`src/rtl/cache_mem_arbiter.sv`:
```
// Two-requester arbiter sharing one cache-to-memory port.
// Requests are granted round-robin onto the memory request channel. The ID of
// each issued request goes into an in-order tag FIFO, and the FIFO head steers
// each memory response back to the requester that issued it.
//
// Ports:
//   clk, reset              clock, asynchronous active-low reset
//   req{0,1}_val/rdy/msg    cache request channels (77-bit mem_req_4B_t)
//   resp{0,1}_val/rdy/msg   cache response channels (47-bit mem_resp_4B_t)
//   mem_req_val/rdy/msg     shared memory request channel
//   mem_resp_val/rdy/msg    shared memory response channel
//   outstanding             number of requests in flight
//   proto_err               sticky flag: response arrived with nothing in flight
module cache_mem_arbiter #(
   parameter int unsigned NUM_OUTSTANDING = 4
) (
   input  logic                              clk,
   input  logic                              reset,
   input  logic                              req0_val,
   output logic                              req0_rdy,
   input  logic [76:0]                       req0_msg,
   output logic                              resp0_val,
   input  logic                              resp0_rdy,
   output logic [46:0]                       resp0_msg,
   input  logic                              req1_val,
   output logic                              req1_rdy,
   input  logic [76:0]                       req1_msg,
   output logic                              resp1_val,
   input  logic                              resp1_rdy,
   output logic [46:0]                       resp1_msg,
   output logic                              mem_req_val,
   input  logic                              mem_req_rdy,
   output logic [76:0]                       mem_req_msg,
   input  logic                              mem_resp_val,
   output logic                              mem_resp_rdy,
   input  logic [46:0]                       mem_resp_msg,
   output logic [$clog2(NUM_OUTSTANDING):0]  outstanding,
   output logic                              proto_err
);

   localparam int unsigned PtrW = $clog2(NUM_OUTSTANDING);
   localparam int unsigned CntW = PtrW + 1;
   localparam logic [CntW-1:0] CountFull = CntW'(NUM_OUTSTANDING);

   logic                       prio_q;
   logic [NUM_OUTSTANDING-1:0] tags_q;
   logic [PtrW-1:0]            head_q;
   logic [PtrW-1:0]            tail_q;
   logic [CntW-1:0]            count_q;
   logic                       proto_err_q;

   logic full;
   logic empty;
   logic gnt;
   logic push;
   logic pop;
   logic head_id;
   logic head_rdy;

   always_comb begin
      full  = (count_q == CountFull);
      empty = (count_q == '0);

      // Prio only moves on a handshake, so the grant is stable across stalls.
      gnt = (req0_val & req1_val) ? prio_q : req1_val;

      // Gating with reset drops every val/rdy output as soon as reset asserts.
      mem_req_val = reset & (req0_val | req1_val) & ~full;
      mem_req_msg = gnt ? req1_msg : req0_msg;
      req0_rdy    = mem_req_val & ~gnt & mem_req_rdy;
      req1_rdy    = mem_req_val & gnt & mem_req_rdy;
      push        = mem_req_val & mem_req_rdy;

      head_id      = tags_q[head_q];
      head_rdy     = head_id ? resp1_rdy : resp0_rdy;
      resp0_val    = reset & mem_resp_val & ~empty & ~head_id;
      resp1_val    = reset & mem_resp_val & ~empty & head_id;
      resp0_msg    = mem_resp_msg;
      resp1_msg    = mem_resp_msg;
      mem_resp_rdy = reset & ~empty & head_rdy;
      pop          = mem_resp_val & mem_resp_rdy;

      outstanding = count_q;
      proto_err   = proto_err_q;
   end

   always_ff @(posedge clk or negedge reset) begin
      if (!reset) begin
         prio_q      <= 1'b0;
         tags_q      <= '0;
         head_q      <= '0;
         tail_q      <= '0;
         count_q     <= '0;
         proto_err_q <= 1'b0;
      end else begin
         if (push) begin
            tags_q[tail_q] <= gnt;
            tail_q         <= tail_q + PtrW'(1);
            prio_q         <= ~gnt;
         end
         if (pop) begin
            head_q <= head_q + PtrW'(1);
         end
         if (push && !pop) begin
            count_q <= count_q + CntW'(1);
         end else if (pop && !push) begin
            count_q <= count_q - CntW'(1);
         end
         if (mem_resp_val && empty) begin
            proto_err_q <= 1'b1;
         end
      end
   end

endmodule

```
`config.mk`:
```
export PLATFORM = sky130hd
export DESIGN_NAME = cache_mem_arbiter
export DESIGN_NICKNAME = d
export VERILOG_FILES = /design/src/rtl/cache_mem_arbiter.sv
export SDC_FILE = /design/constraint.sdc
export NUM_CORES = 1
export LEC_CHECK = 0
export CORE_AREA = 2 2 150 152
export DETAILED_ROUTE_END_ITERATION = 12
export DIE_AREA = 0 0 152 154
export SYNTH_ARGS = -nofsm -noshare
export SYNTH_HDL_FRONTEND = slang
export SYNTH_SLANG_ARGS = --single-unit
```
`constraint.sdc`:
```
create_clock -name clk -period 6.9 [get_ports clk]
set_input_delay 1.725 -clock clk [delete_from_list [all_inputs] [get_ports clk]]
set_output_delay 1.725 -clock clk [all_outputs]
set_load 0.01 [all_outputs]
```
# Yosys cells after proc, flatten, opt, wreduce, memory -nomap -nowiden
# Index checks and enable logic that the tools add are counted.
[totals] register_bits=13 latch_bits=0 mem_bits_rw=0 mem_bits_ro=0 inputBits=209 out_inout_bits=181 elab_cells=52 mem_count=0
[op_classes] n_addsub=4 mul=0 div=0 magnitude_cmp=3 eq_ne=1 shifts=0 mux=10 n_bitwise=20 n_reduce_logical=8
[ops] op="$mux 77" count=1
[ops] op="$and 1x1->1" count=15
[ops] op="$lt 2x3->1 const B" count=2
[ops] op="$mux 3" count=2
[ops] op="$add 2x1->2 const B" count=2
[ops] op="$bwmux 4" count=1
[ops] op="$logic_and 1x1->1" count=4
[ops] op="$mux 1" count=4
[ops] op="$not 1->1" count=4
[ops] op="$add 3x1->3 const B" count=1
[ops] op="$eq 3x3->1 const B" count=1
[ops] op="$logic_not 3->1" count=1
[ops] op="$sub 3x1->3 const B" count=1
[ops] op="$bmux 1 s2" count=1
[ops] op="$demux 1 s2" count=1
[ops] op="$ge 2x1->1 const B" count=1
[ops] op="$logic_not 1->1" count=2
[ops] op="$reduce_bool 2->1" count=1
[ops] op="$or 1x1->1" count=1

# Logic depth before layout (Yosys ltp)
# Gate-level depths: netlist of run 1.
[logic_depth] word_depth=8 ltp_mapped=10

# Worst setup path after synthesis of run 1
# Ideal clock, no wire load.
[synth_timing] path_type="input -> output" startpoint="in req0_val" endpoint="out mem_req_msg[54]" t_arrival_ns=2.530 setup_slack_ns=2.645 cell_stages=6 cell_sequence="inv_1 o21a_1 buf_2 clkbuf_1 nand2_1 nand2_1"
[synth_between] elab_chain_cells=3
[synth_rtl] element="from (decl)" line="19" text="input logic req0_val,"
[synth_rtl] element="$and 1x1->1" line="65" text="gnt = (req0_val & req1_val) ? prio_q : req1_val;"
[synth_rtl] element="$mux 1" line="65"
[synth_rtl] element="$mux 77" line="69" text="mem_req_msg = gnt ? req1_msg : req0_msg;"
[synth_rtl] element="to (decl)" line="33" text="output logic [76:0] mem_req_msg,"
# Every way passes these cells.

# Worst setup path after layout of run 1
[layout_timing] startpoint="in reset" endpoint="out req1_rdy"
[layout_between] elab_chain_cells=4
[layout_rtl] element="from (decl)" line="18" text="input logic reset,"
[layout_rtl] element="$and 1x1->1 (2 in series)" line="68" text="mem_req_val = reset & (req0_val | req1_val) & ~full;"
[layout_rtl] element="$and 1x1->1 (2 in series)" line="71" text="req1_rdy = mem_req_val & gnt & mem_req_rdy;"
[layout_rtl] element="to (decl)" line="26" text="output logic req1_rdy,"
# Every way passes these cells.

==> Implementation_results.wiki, run 1 <==
{| class="wikitable"
! Metric !! Value
|-
| Top Ports || 390
|-
| Element type at the critical path end || output port
|-
| Status || finished, final reports clean
|-
| Count of mapped cells out of synthesis || 411
|-
| Final TNS setup || 0 ns
|-
| Fraction of layout cells with a size suffix above 1 || 3.42%
|-
| Antenna fix cells || 0
|-
| Worst relative slew slack || 54.8%
|-
| Routed WL per cell || 12.4 microns
|-
| Category of the worst setup path launch point || primary input
|-
| Avg Synthesized Cell Area || 5.81 sq um
|-
| Routability Congestion || 0.727
|-
| Leakage Power || 2.05 nW
|-
| Share of flip-flops with an asynchronous set or reset after synthesis || 100%
|-
| Setup repair after global routing missed its margin || false
|-
| Number of hold buffers added after cts || 0
|-
| Max Slew Vio Count || 0
|-
| Worst path top cell family by delay || buffers and inverters
|-
| Vias in the first global route || 2918
|-
| Power per cell area || 176 mW/mm^2
|-
| Sequential element share of the synthesized area || 13.6%
|-
| Number of remaining DRC errors || 0
|-
| Die width || 152 microns
|-
| Cts bufs inserted || 3
|-
| Setup Slack @ Placement || 1.40 ns
|-
| Most frequent cell after synthesis || sky130_fd_sc_hd__nand2_1
|-
| Setup repair bufs after CTS || 0
|-
| Die Height || 154 microns
|-
| Max cap viols || 0
|-
| Via/cell ratio || 3.46
|-
| CTS root buffer || sky130_fd_sc_hd__clkbuf_16
|-
| Die Footprint || 0.0234 sq mm
|-
| Clock latency on the worst-skew pair || 0.24 ns
|-
| Library cell appearing most often on the critical path || sky130_fd_sc_hd__clkdlybuf4s50_1
|-
| Share of Yosys cell area claimed by the top area cell type || 37.2%
|-
| Most area-consuming cells after synthesis || sky130_fd_sc_hd__nand2_1 37%, sky130_fd_sc_hd__buf_4 30%, sky130_fd_sc_hd__dfrtp_1 14%
|-
| Number of H-tree levels || 1
|-
| Max FO, Critical Path || 16
|-
| Net count reported at finish || 772
|-
| Pin count of the biggest net entering global routing || 43
|-
| WP buf/inv || 2
|-
| Critical path's largest stage delay || 0.91 ns
|-
| Required time of the critical path || 5.18 ns
|-
| Layout filler cell count || 2420
|-
| First-pass GRT wire length || 15900 microns
|-
| Total iterations of the first detailed-routing run || 4
|-
| Transition time at the pin with the least slew margin || 0.676 ns
|-
| Clk_skew || 0.00296 ns
|-
| Count of endpoints failing setup in the final report || 0
|-
| Combined area of all synthesized cells || 0.00239 sq mm
|-
| EDFF count, synth || 0
|-
| Peak supply drop || 101 uV
|-
| Post-synthesis cell type count || 29
|-
| Top cell type by total area after synthesis || sky130_fd_sc_hd__nand2_1
|-
| Area of combinational cells with multiple inputs || 0.00127 sq mm
|-
| Yosys reg bits || 13
|-
| Clock net sink count || 13
|-
| Remaining Overflow, GRT || 0
|-
| Syn Nets || 626
|-
| Max Buffers Root-to-Sink || 2
|-
| Area growth syn-to-layout || 91.1%
|-
| Num rows || 54
|-
| Cell with the largest stage delay on the worst path || sky130_fd_sc_hd__clkdlybuf4s50_1
|-
| Total wire length after detailed routing || 10400 microns
|-
| Final Cycle Share || 78.8%
|-
| Number of input and output port buffers inserted || 248
|-
| Floorplan Core Area || 0.0217 sq mm
|-
| Most instantiated cells after synthesis || 237 x sky130_fd_sc_hd__nand2_1, 94 x sky130_fd_sc_hd__buf_4, 13 x sky130_fd_sc_hd__clkbuf_1, 13 x sky130_fd_sc_hd__dfrtp_1, 7 x sky130_fd_sc_hd__nor2_1
|-
| Number of DRC violations after detailed-routing iteration 0 || 154
|-
| CTS tree || yes
|-
| Peak clock frequency supported by timing || 184 MHz
|-
| Antenna violations before repair || 0
|-
| Count of final hold-check violations || 0
|-
| Synthesis Warnings || 0
|-
| Post-layout min period || 5.44 ns
|-
| Clock transition time at the flip-flop clock pins of the worst setup and hold paths || 0.04 ns
|-
| Initial cell density of the core || 11.0%
|-
| Detail Route Antenna Nets || 0
|-
| Core utilization of the finished layout || 21.0%
|-
| Arrival time at the worst endpoint || 3.71 ns
|-
| Crit path cell chain || clkdlybuf4s50_1, o21ai_1, a21oi_2, nand2_2, nor2_1, clkdlybuf4s50_1
|-
| Total via count in the routed design || 2892
|-
| Area of all sequential standard cells || 325 sq um
|-
| Crit path setup slack, layout || 1.46 ns
|-
| Total routing resource utilization after global routing || 8.35%
|-
| Most common flop cell mapped by yosys || sky130_fd_sc_hd__dfrtp_1
|-
| Detailed Place HPWL || 8820 microns
|-
| Worst hold path type || register to register
|-
| Critical path class || primary input to output port
|-
| Post-cts gate resize count || 0
|}
## per-layer routing
layer  wire length, microns  share of wire [%]  GRT usage [%]
met1                   3560                 34           8.26
met2                   5010                 48           14.9
met3                   1610                 16           4.99
met4                    210                2.0           2.05
met5                      0                  0              0
## cells by family after synthesis
family / Yosys count / synth area share, %
buffers and inverters: 117 / 33.4
xor gates and xnor gates: 5 / 1.83
adders and majority gates: 6 / 3.46
DFF: 13 / 13.6
and+or+nand+nor: 250 / 40.1
muxes: 11 / 5.03
AOI/OAI and AO/OA: 9 / 2.51
## worst reg2reg max path, stage by stage (launching register included)
cell,delay [ns]
sky130_fd_sc_hd__dfrtp_1,0.44
sky130_fd_sc_hd__or3_1,0.44
sky130_fd_sc_hd__nand3_1,0.21
sky130_fd_sc_hd__or2_1,0.16
sky130_fd_sc_hd__ha_1,0.19
sky130_fd_sc_hd__inv_1,0.06
sky130_fd_sc_hd__fa_1,0.37
sky130_fd_sc_hd__xor2_1,0.15
sky130_fd_sc_hd__nor2_1,0.11
sky130_fd_sc_hd__xor2_1,0.15
## placed cells by master (no fill, tap or decap)
cell / instances
sky130_fd_sc_hd__a21oi_1: 1
sky130_fd_sc_hd__a21oi_2: 1
sky130_fd_sc_hd__buf_4: 4
sky130_fd_sc_hd__clkbuf_1: 1
sky130_fd_sc_hd__clkbuf_16: 3
sky130_fd_sc_hd__clkdlybuf4s50_1: 248
sky130_fd_sc_hd__clkinv_2: 1
sky130_fd_sc_hd__dfrtp_1: 13
sky130_fd_sc_hd__fa_1: 1
sky130_fd_sc_hd__ha_1: 5
sky130_fd_sc_hd__inv_1: 5
sky130_fd_sc_hd__mux2_2: 5
sky130_fd_sc_hd__mux2i_1: 5
sky130_fd_sc_hd__mux2i_2: 1
sky130_fd_sc_hd__nand2_1: 237
sky130_fd_sc_hd__nand2_2: 1
sky130_fd_sc_hd__nand3_1: 1
sky130_fd_sc_hd__nor2_1: 7
sky130_fd_sc_hd__nor2b_1: 1
sky130_fd_sc_hd__nor3b_2: 1
sky130_fd_sc_hd__o21a_2: 1
sky130_fd_sc_hd__o21ai_0: 2
sky130_fd_sc_hd__o21ai_1: 1
sky130_fd_sc_hd__o21ai_4: 1
sky130_fd_sc_hd__o21bai_1: 1
sky130_fd_sc_hd__o31ai_1: 1
sky130_fd_sc_hd__or2_1: 1
sky130_fd_sc_hd__or3_1: 1
sky130_fd_sc_hd__xnor2_1: 2
sky130_fd_sc_hd__xor2_1: 3
## state kept, by name, summed over array words and instances, names as in the netlist
register and flops:
proto_err 1, prio_q 1, tail_q 2, outstanding 3
tags_q 4, head_q 2
## per-stage QoR
stage	cells	hold WS [ns]	total power [mW]	instance area [sq um]
floorplan	411	0.479	0.449	2390
global placement	832	0.461	0.697	4490
detailed placement	832	0.473	0.703	4490
CTS	836	0.483	0.818	4560
global route	836	0.498	0.874	4560
finish	836	0.480	0.805	4560
## worst paths after layout
check | start | endpoint | slack [ns] | cells after the start
worst max-delay path | reset | req1_rdy | 1.46 | 6
worst min-delay path | proto_err | proto_err | 0.48 | 1
worst max register to register | outstanding[0] | outstanding[2] | 4.53 | 9
worst min register to register | proto_err | proto_err | 0.48 | 1
max in group asynchronous | reset | outstanding[1] | 4.57 | 1
min in group asynchronous | reset | prio_q | 1.90 | 1
## where the power goes
group          internal (mW)  total, mW  switching (mW)
clock                 0.0779      0.110          0.0318
sequential             0.113      0.150          0.0364
combinational          0.316      0.546           0.230
total                  0.508      0.805           0.298
## layout make-up
cell class                      count  share of cell area, %
Sequential cell                    13                   7.13
Timing Repair Buffer              252                   55.0
Inverter                            6                  0.521
Clock buffer                        4                   1.73
Tap cell                          280                   7.68
Multi-Input combinational cell    281                   27.9
Note: power is estimated with default switching activity, not from simulation.
==> run 2: changes to the inputs <==
==> constraint.sdc (replaced) <==
create_clock -name clk -period 4.5 [get_ports clk]
set_input_delay 1.125 -clock clk [delete_from_list [all_inputs] [get_ports clk]]
set_output_delay 1.125 -clock clk [all_outputs]
set_load 0.01 [all_outputs]
==> run 2 against run 1 <==
  * Clock power is 52% higher
  * Largest power group unchanged
  * Register-to-register slack worse by 2.4 ns
  * Routed wire length rose by 0.52%
  * Clock skew barely moved
  * Setup slack lost 1.1 ns
  * Sequential cell count unchanged
  * Critical path depth is 1 higher
==> Implementation_results.wiki, run 2 (synthesized netlist as in run 1, its figures left out) <==
{| class="wikitable"
! Metric !! Value
|-
| Count of final hold-check violations || 0 (unchanged)
|-
| Peak clock frequency supported by timing || 240 MHz
|-
| Clock net sink count || 13 (unchanged)
|-
| Final hold slack || 0.474 ns (-0.00596 ns)
|-
| Setup repair bufs after CTS || 0 (unchanged)
|-
| Max reg flops || 4 (unchanged)
|-
| Final Cycle Share || 92.6%
|-
| Detailed Place HPWL || 8760 microns (-0.69%)
|-
| Leakage Power || 2.06 nW (+0.44%)
|-
| Fraction of layout cells with a size suffix above 1 || 3.42% (unchanged)
|-
| CTS root buffer || sky130_fd_sc_hd__clkbuf_16
|-
| Number of hold buffers added after cts || 0 (unchanged)
|-
| Highest-utilization routing layer at the global route stage || met2
|-
| Floorplan Core Area || 0.0217 sq mm (unchanged)
|-
| Antenna violations before repair || 0 (unchanged)
|-
| Required time of the critical path || 3.38 ns (-1.80 ns)
|-
| Die width || 152 microns (unchanged)
|-
| Clock latency on the worst-skew pair || 0.24 ns (about the same)
|-
| Worst relative slew slack || 71.4% (+17 points)
|-
| Number of input and output port buffers inserted || 248 (unchanged)
|-
| Routed WL per cell || 12.5 microns (+0.52%)
|-
| Via/cell ratio || 3.48 (+0.48%)
|-
| Antenna fix cells || 0 (unchanged)
|-
| Setup repair after global routing missed its margin || false
|-
| Total routing resource utilization after global routing || 8.24% (-0.11 points)
|-
| Max FO, Critical Path || 39 (+23)
|-
| Pin count of the biggest net entering global routing || 84 (+95%)
|-
| Number of H-tree levels || 1 (unchanged)
|-
| Category of the worst setup path launch point || primary input
|-
| Largest reg by FF count || tags_q
|-
| Instance count after placement with tap cells included || 832 (unchanged)
|-
| Clk_skew || 0.00278 ns (-0.000186 ns)
|-
| Total iterations of the first detailed-routing run || 4 (unchanged)
|-
| Post-cts gate resize count || 0 (unchanged)
|-
| Element type at the critical path end || output port
|-
| Routability Congestion || 0.737 (+1.3%)
|-
| Worst hold path type || register to register
|-
| Status || finished, final reports clean
|-
| CTS tree || yes
|-
| Remaining Overflow, GRT || 0 (unchanged)
|-
| Core utilization of the finished layout || 21.2% (+0.12 points)
|-
| Number of DRC violations after detailed-routing iteration 0 || 126 (-18%)
|-
| Total via count in the routed design || 2906 (+0.48%)
|-
| Critical path class || primary input to output port
|-
| Max Buffers Root-to-Sink || 2 (unchanged)
|-
| Final TNS setup || 0 ns (unchanged)
|-
| Initial cell density of the core || 11.0% (unchanged)
|-
| Number of remaining DRC errors || 0 (unchanged)
|-
| Peak supply drop || 121 uV (+19%)
|-
| Placed Area || 0.00451 sq mm (+0.56%)
|-
| Layout Cell Area excl Fill || 0.00459 sq mm (+0.55%)
|-
| Met1 track demand over resource in global routing || 8.13% (-0.13 points)
|-
| Max Slew Vio Count || 0 (unchanged)
|-
| Vias in the first global route || 2820 (-3.4%)
|-
| First-pass GRT wire length || 15600 microns (-1.9%)
|-
| Top Ports || 390 (unchanged)
|-
| Met2 Track Usage GR || 14.4% (-0.49 points)
|-
| Arrival time at the worst endpoint || 3.04 ns (-0.67 ns)
|-
| Total wire length after detailed routing || 10400 microns (+0.52%)
|-
| Count of endpoints failing setup in the final report || 0 (unchanged)
|-
| Die Footprint || 0.0234 sq mm (unchanged)
|-
| Fraction of met3 tracks used by global routing || 5.07% (+0.085 points)
|-
| Transition time at the pin with the least slew margin || 0.429 ns (-0.247 ns)
|-
| Net count reported at finish || 772 (unchanged)
|-
| Most used cells in the layout excluding fill and tap cells || 248 x sky130_fd_sc_hd__clkdlybuf4s50_1, 237 x sky130_fd_sc_hd__nand2_1, 13 x sky130_fd_sc_hd__dfrtp_1
|-
| Finished Layout Cells || 836 (unchanged)
|-
| Cts bufs inserted || 3 (unchanged)
|-
| Num rows || 54 (unchanged)
|-
| Post-layout min period || 4.17 ns
|-
| Max cap viols || 0 (unchanged)
|-
| Die Height || 154 microns (unchanged)
|-
| Area growth syn-to-layout || 92.1%
|-
| Layout filler cell count || 2441 (+0.87%)
|-
| Power per cell area || 270 mW/mm^2 (+53%)
|-
| Clock transition time at the flip-flop clock pins of the worst setup and hold paths || 0.04 ns (about the same)
|-
| Detail Route Antenna Nets || 0 (unchanged)
|-
| Commonest non-fill, non-tap cell in the layout || sky130_fd_sc_hd__clkdlybuf4s50_1
|}
==> run 2: layout make-up <==
type / count / area [sq um] / area share, %
repair buffers: 252 / 2540 / 55.3
multi-input cells: 281 / 1270 / 27.8
well taps: 280 / 350 / 7.63
flip-flops and latches: 13 / 325 / 7.09
clock buffers: 4 / 78.8 / 1.72
inverters: 6 / 23.8 / 0.518
==> run 2: where the power goes <==
group          total, mW  leakage (nW)  switching [mW]  internal [mW]
combinational      0.842          1.86           0.351          0.491
sequential         0.230         0.153          0.0557          0.174
clock              0.167        0.0382          0.0478          0.119
==> run 2: worst max-delay path, stage by stage <==
cell and delay (ns):
sky130_fd_sc_hd__clkdlybuf4s50_1 0.48, sky130_fd_sc_hd__inv_1 0.08, sky130_fd_sc_hd__o21ai_4 0.18, sky130_fd_sc_hd__buf_4 0.39
sky130_fd_sc_hd__nand2_1 0.09, sky130_fd_sc_hd__nand2_1 0.11, sky130_fd_sc_hd__clkdlybuf4s50_1 0.55
==> run 2: per-stage QoR <==
step / power [mW] / setup slack, ns
6_report: 1.24 / 0.332
5_1_grt: 1.34 / 0.191
4_1_cts: 1.26 / 0.308
3_5_place_dp: 1.08 / 0.304
3_3_place_gp: 1.07 / 0.327
2_1_floorplan: 0.688 / 1.45
==> run 2: path summary, 6_finish.rpt <==
check                      slack (ns)         endpoint      start  cells after the start
hold reg to reg                  0.47        proto_err  proto_err                      1
max in group asynchronous        3.07   outstanding[0]      reset                      2
setup reg to reg                 2.17   outstanding[1]  head_q[1]                      8
setup / recovery                 0.33  mem_req_msg[10]   req0_val                      7
hold / removal                   0.47        proto_err  proto_err                      1
min in group asynchronous        1.26        tags_q[3]      reset                      2
==> run 2: metal layers <==
layer,vias to the layer above,wire [microns]
met5,-,0
met4,0,235
met3,14,1640
met1,1211,3600
li1,1435,-
met2,246,4980
==> run 3: changes to the inputs <==
--- a/config.mk
+++ b/config.mk
@@ -8,6 +8,7 @@
 export CORE_AREA = 2 2 150 152
 export DETAILED_ROUTE_END_ITERATION = 12
 export DIE_AREA = 0 0 152 154
+export REMOVE_ABC_BUFFERS = 1
 export SYNTH_ARGS = -nofsm -noshare
 export SYNTH_HDL_FRONTEND = slang
 export SYNTH_SLANG_ARGS = --single-unit
==> run 3 against run 2 <==
  * Sequential cell count is the same
  * Non-clock buffer count rose by 1
  * Sequential share of layout area is essentially flat
  * Design area up 0.44%
  * Maximum frequency grew 1.5%
  * Via count is 3.0% higher
  * First-iteration DRC count increased by 130%
  * Final cell count is 0.12% higher
  * Hold slack better by 0.0016 ns
  * Clock power hardly changed
==> Implementation_results.wiki, run 3 (synthesized netlist as in run 1, its figures left out) <==
{| class="wikitable"
! Metric !! Value
|-
| Status || finished, final reports clean
|-
| Routed WL per cell || 20.3 microns (+62%)
|-
| Net count reported at finish || 773 (+0.13%)
|-
| Transition time at the pin with the least slew margin || 0.357 ns (-0.0717 ns)
|-
| Total iterations of the first detailed-routing run || 4 (unchanged)
|-
| Required time of the critical path || 3.38 ns (about the same)
|-
| Number of remaining DRC errors || 0 (unchanged)
|-
| CTS tree || yes
|-
| Remaining Overflow, GRT || 0 (unchanged)
|-
| Layout filler cell count || 2411 (-1.2%)
|-
| CTS root buffer || sky130_fd_sc_hd__clkbuf_16
|-
| Detailed Place HPWL || 14900 microns (+71%)
|-
| Clock group share of total power || 13.2% (-0.3 points)
|-
| Number of input and output port buffers inserted || 248 (unchanged)
|-
| Count of endpoints failing setup in the final report || 0 (unchanged)
|-
| Crit path setup slack, layout || 0.394 ns (+0.0620 ns)
|-
| Number of hold buffers added after cts || 0 (unchanged)
|-
| Worst hold path type || register to register
|-
| Detail Route Antenna Nets || 0 (unchanged)
|-
| Power per cell area || 272 mW/mm^2 (+0.63%)
|-
| Sequential fraction of design power || 18.3% (-0.2 points)
|-
| Max reg flops || 4 (unchanged)
|-
| Peak clock frequency supported by timing || 244 MHz (+1.5%)
|-
| Number of DRC violations after detailed-routing iteration 0 || 296 (+130%)
|-
| Element type at the critical path end || output port
|-
| Final hold slack || 0.476 ns (+0.00161 ns)
|-
| Die width || 152 microns (unchanged)
|-
| Max Slew Vio Count || 0 (unchanged)
|-
| Antenna violations before repair || 0 (unchanged)
|-
| Initial cell density of the core || 11.0% (unchanged)
|-
| Via/cell ratio || 3.58 (+2.9%)
|-
| Number of H-tree levels || 1 (unchanged)
|-
| Final TNS setup || 0 ns (unchanged)
|-
| Setup repair bufs after CTS || 0 (unchanged)
|-
| Commonest non-fill, non-tap cell in the layout || sky130_fd_sc_hd__clkdlybuf4s50_1
|-
| Post-layout min period || 4.11 ns (-0.0620 ns)
|-
| Count of final hold-check violations || 0 (unchanged)
|-
| Area of all sequential standard cells || 325 sq um (unchanged)
|-
| Total wire length after detailed routing || 17000 microns (+63%)
|-
| Die Footprint || 0.0234 sq mm (unchanged)
|-
| Worst R2R Setup Slack || 2.07 ns (-0.10 ns)
|-
| Total via count in the routed design || 2993 (+3.0%)
|-
| Category of the worst setup path launch point || primary input
|-
| Clock transition time at the flip-flop clock pins of the worst setup and hold paths || 0.04 ns (about the same)
|-
| Proportion of total power due to net switching || 36.9% (+0.19 points)
|-
| Post-cts gate resize count || 0 (unchanged)
|-
| Routability Congestion || 0.831 (+13%)
|-
| Antenna fix cells || 0 (unchanged)
|-
| Arrival time at the worst endpoint || 2.98 ns (-0.06 ns)
|-
| Peak supply drop || 207 uV (+71%)
|-
| Setup Slack @ Placement || 0.376 ns (+0.0724 ns)
|-
| Final Cycle Share || 91.2% (-1.4 points)
|-
| Area growth syn-to-layout || 93.0%
|-
| Fraction of layout cells with a size suffix above 1 || 3.59% (+0.17 points)
|-
| Max cap viols || 0 (unchanged)
|-
| Max Buffers Root-to-Sink || 2 (unchanged)
|-
| Worst relative slew slack || 76.2% (+4.8 points)
|-
| Floorplan Core Area || 0.0217 sq mm (unchanged)
|-
| Critical path class || primary input to output port
|-
| Clock latency on the worst-skew pair || 0.24 ns (about the same)
|-
| First-pass GRT wire length || 22900 microns (+47%)
|-
| Max FO, Critical Path || 74 (+90%)
|-
| Leakage Power || 2.06 nW (+0.45%)
|-
| Vias in the first global route || 2985 (+5.9%)
|-
| Most used cells in the layout excluding fill and tap cells || 248 x sky130_fd_sc_hd__clkdlybuf4s50_1, 237 x sky130_fd_sc_hd__nand2_1, 13 x sky130_fd_sc_hd__dfrtp_1
|-
| Clock net sink count || 13 (unchanged)
|-
| Die Height || 154 microns (unchanged)
|-
| Total routing resource utilization after global routing || 13.7% (+5.5 points)
|-
| Clk_skew || 0.00158 ns (-0.00120 ns)
|-
| Num rows || 54 (unchanged)
|-
| Total Power Consumption || 1.25 mW (+1.1%)
|-
| Portion of total power attributed to combinational logic || 68.5% (+0.5 points)
|-
| Area of combinational cells with multiple inputs || 0.00127 sq mm (unchanged)
|-
| Setup repair after global routing missed its margin || false
|-
| Cts bufs inserted || 3 (unchanged)
|-
| Switching power of the nets || 461 uW (+1.6%)
|-
| Largest reg by FF count || tags_q
|-
| Internal power contribution || 790 uW (+0.76%)
|-
| Top Ports || 390 (unchanged)
|-
| Pin count of the biggest net entering global routing || 75 (-11%)
|}
run 3: changes by cell type in the layout (fill, tap and decap cells not counted), sizes merged:
| cell | change |
|---|---|
| buf | +1 |
run 3: layout make-up:
type | instances | area share (%)
clock buffer | 4 | 1.71
inverter | 6 | 0.516
multi-input combinational | 281 | 27.6
sequential | 13 | 7.06
tap | 280 | 7.60
timing repair buffer | 253 | 55.5
run 3: power by group through the flow:
stage               clock network, mW  logic (mW)  registers [mW]
floorplan                           0       0.369           0.226
CTS                             0.168       0.871           0.230
global placement                    0       0.858           0.230
finish                          0.165       0.857           0.229
global route                    0.174       0.937           0.240
detailed placement                  0       0.866           0.230
run 3: worst paths after layout:
path / from / endpoint / cells after the start
max in group asynchronous: reset / outstanding[2] / 2
worst max register to register: outstanding[0] / outstanding[2] / 9
worst min register to register: proto_err / proto_err / 1
worst max-delay path: req0_val / mem_req_msg[61] / 7
worst min-delay path: proto_err / proto_err / 1
min in group asynchronous: reset / tags_q[0] / 2
run 3: layer usage:
layer | share of wire, % | vias to the layer above | global-route usage (%)
met3 | 18 | 21 | 12.0
met5 | 1.1 | - | 6.83
met1 | 31 | 1229 | 12.0
met2 | 48 | 302 | 23.4
met4 | 1.7 | 5 | 2.45
li1 | - | 1436 | -
run 3: per-stage QoR:
| stage | std cells | utilization, % | area [sq um] |
|---|---|---|---|
| global placement | 833 | 20.9 | 4530 |
| finish | 837 | 21.3 | 4610 |
| global route | 837 | 21.3 | 4610 |
| detailed placement | 833 | 20.9 | 4530 |
| floorplan | 300 | - | 1610 |
| CTS | 837 | 21.3 | 4610 |
run 3: critical path: stages:
cell and delay [ns]:
sky130_fd_sc_hd__clkdlybuf4s50_1 0.48, sky130_fd_sc_hd__inv_1 0.08, sky130_fd_sc_hd__o21ai_4 0.18, sky130_fd_sc_hd__buf_12 0.28, sky130_fd_sc_hd__nand2_1 0.11, sky130_fd_sc_hd__nand2_1 0.09
sky130_fd_sc_hd__clkdlybuf4s50_1 0.56
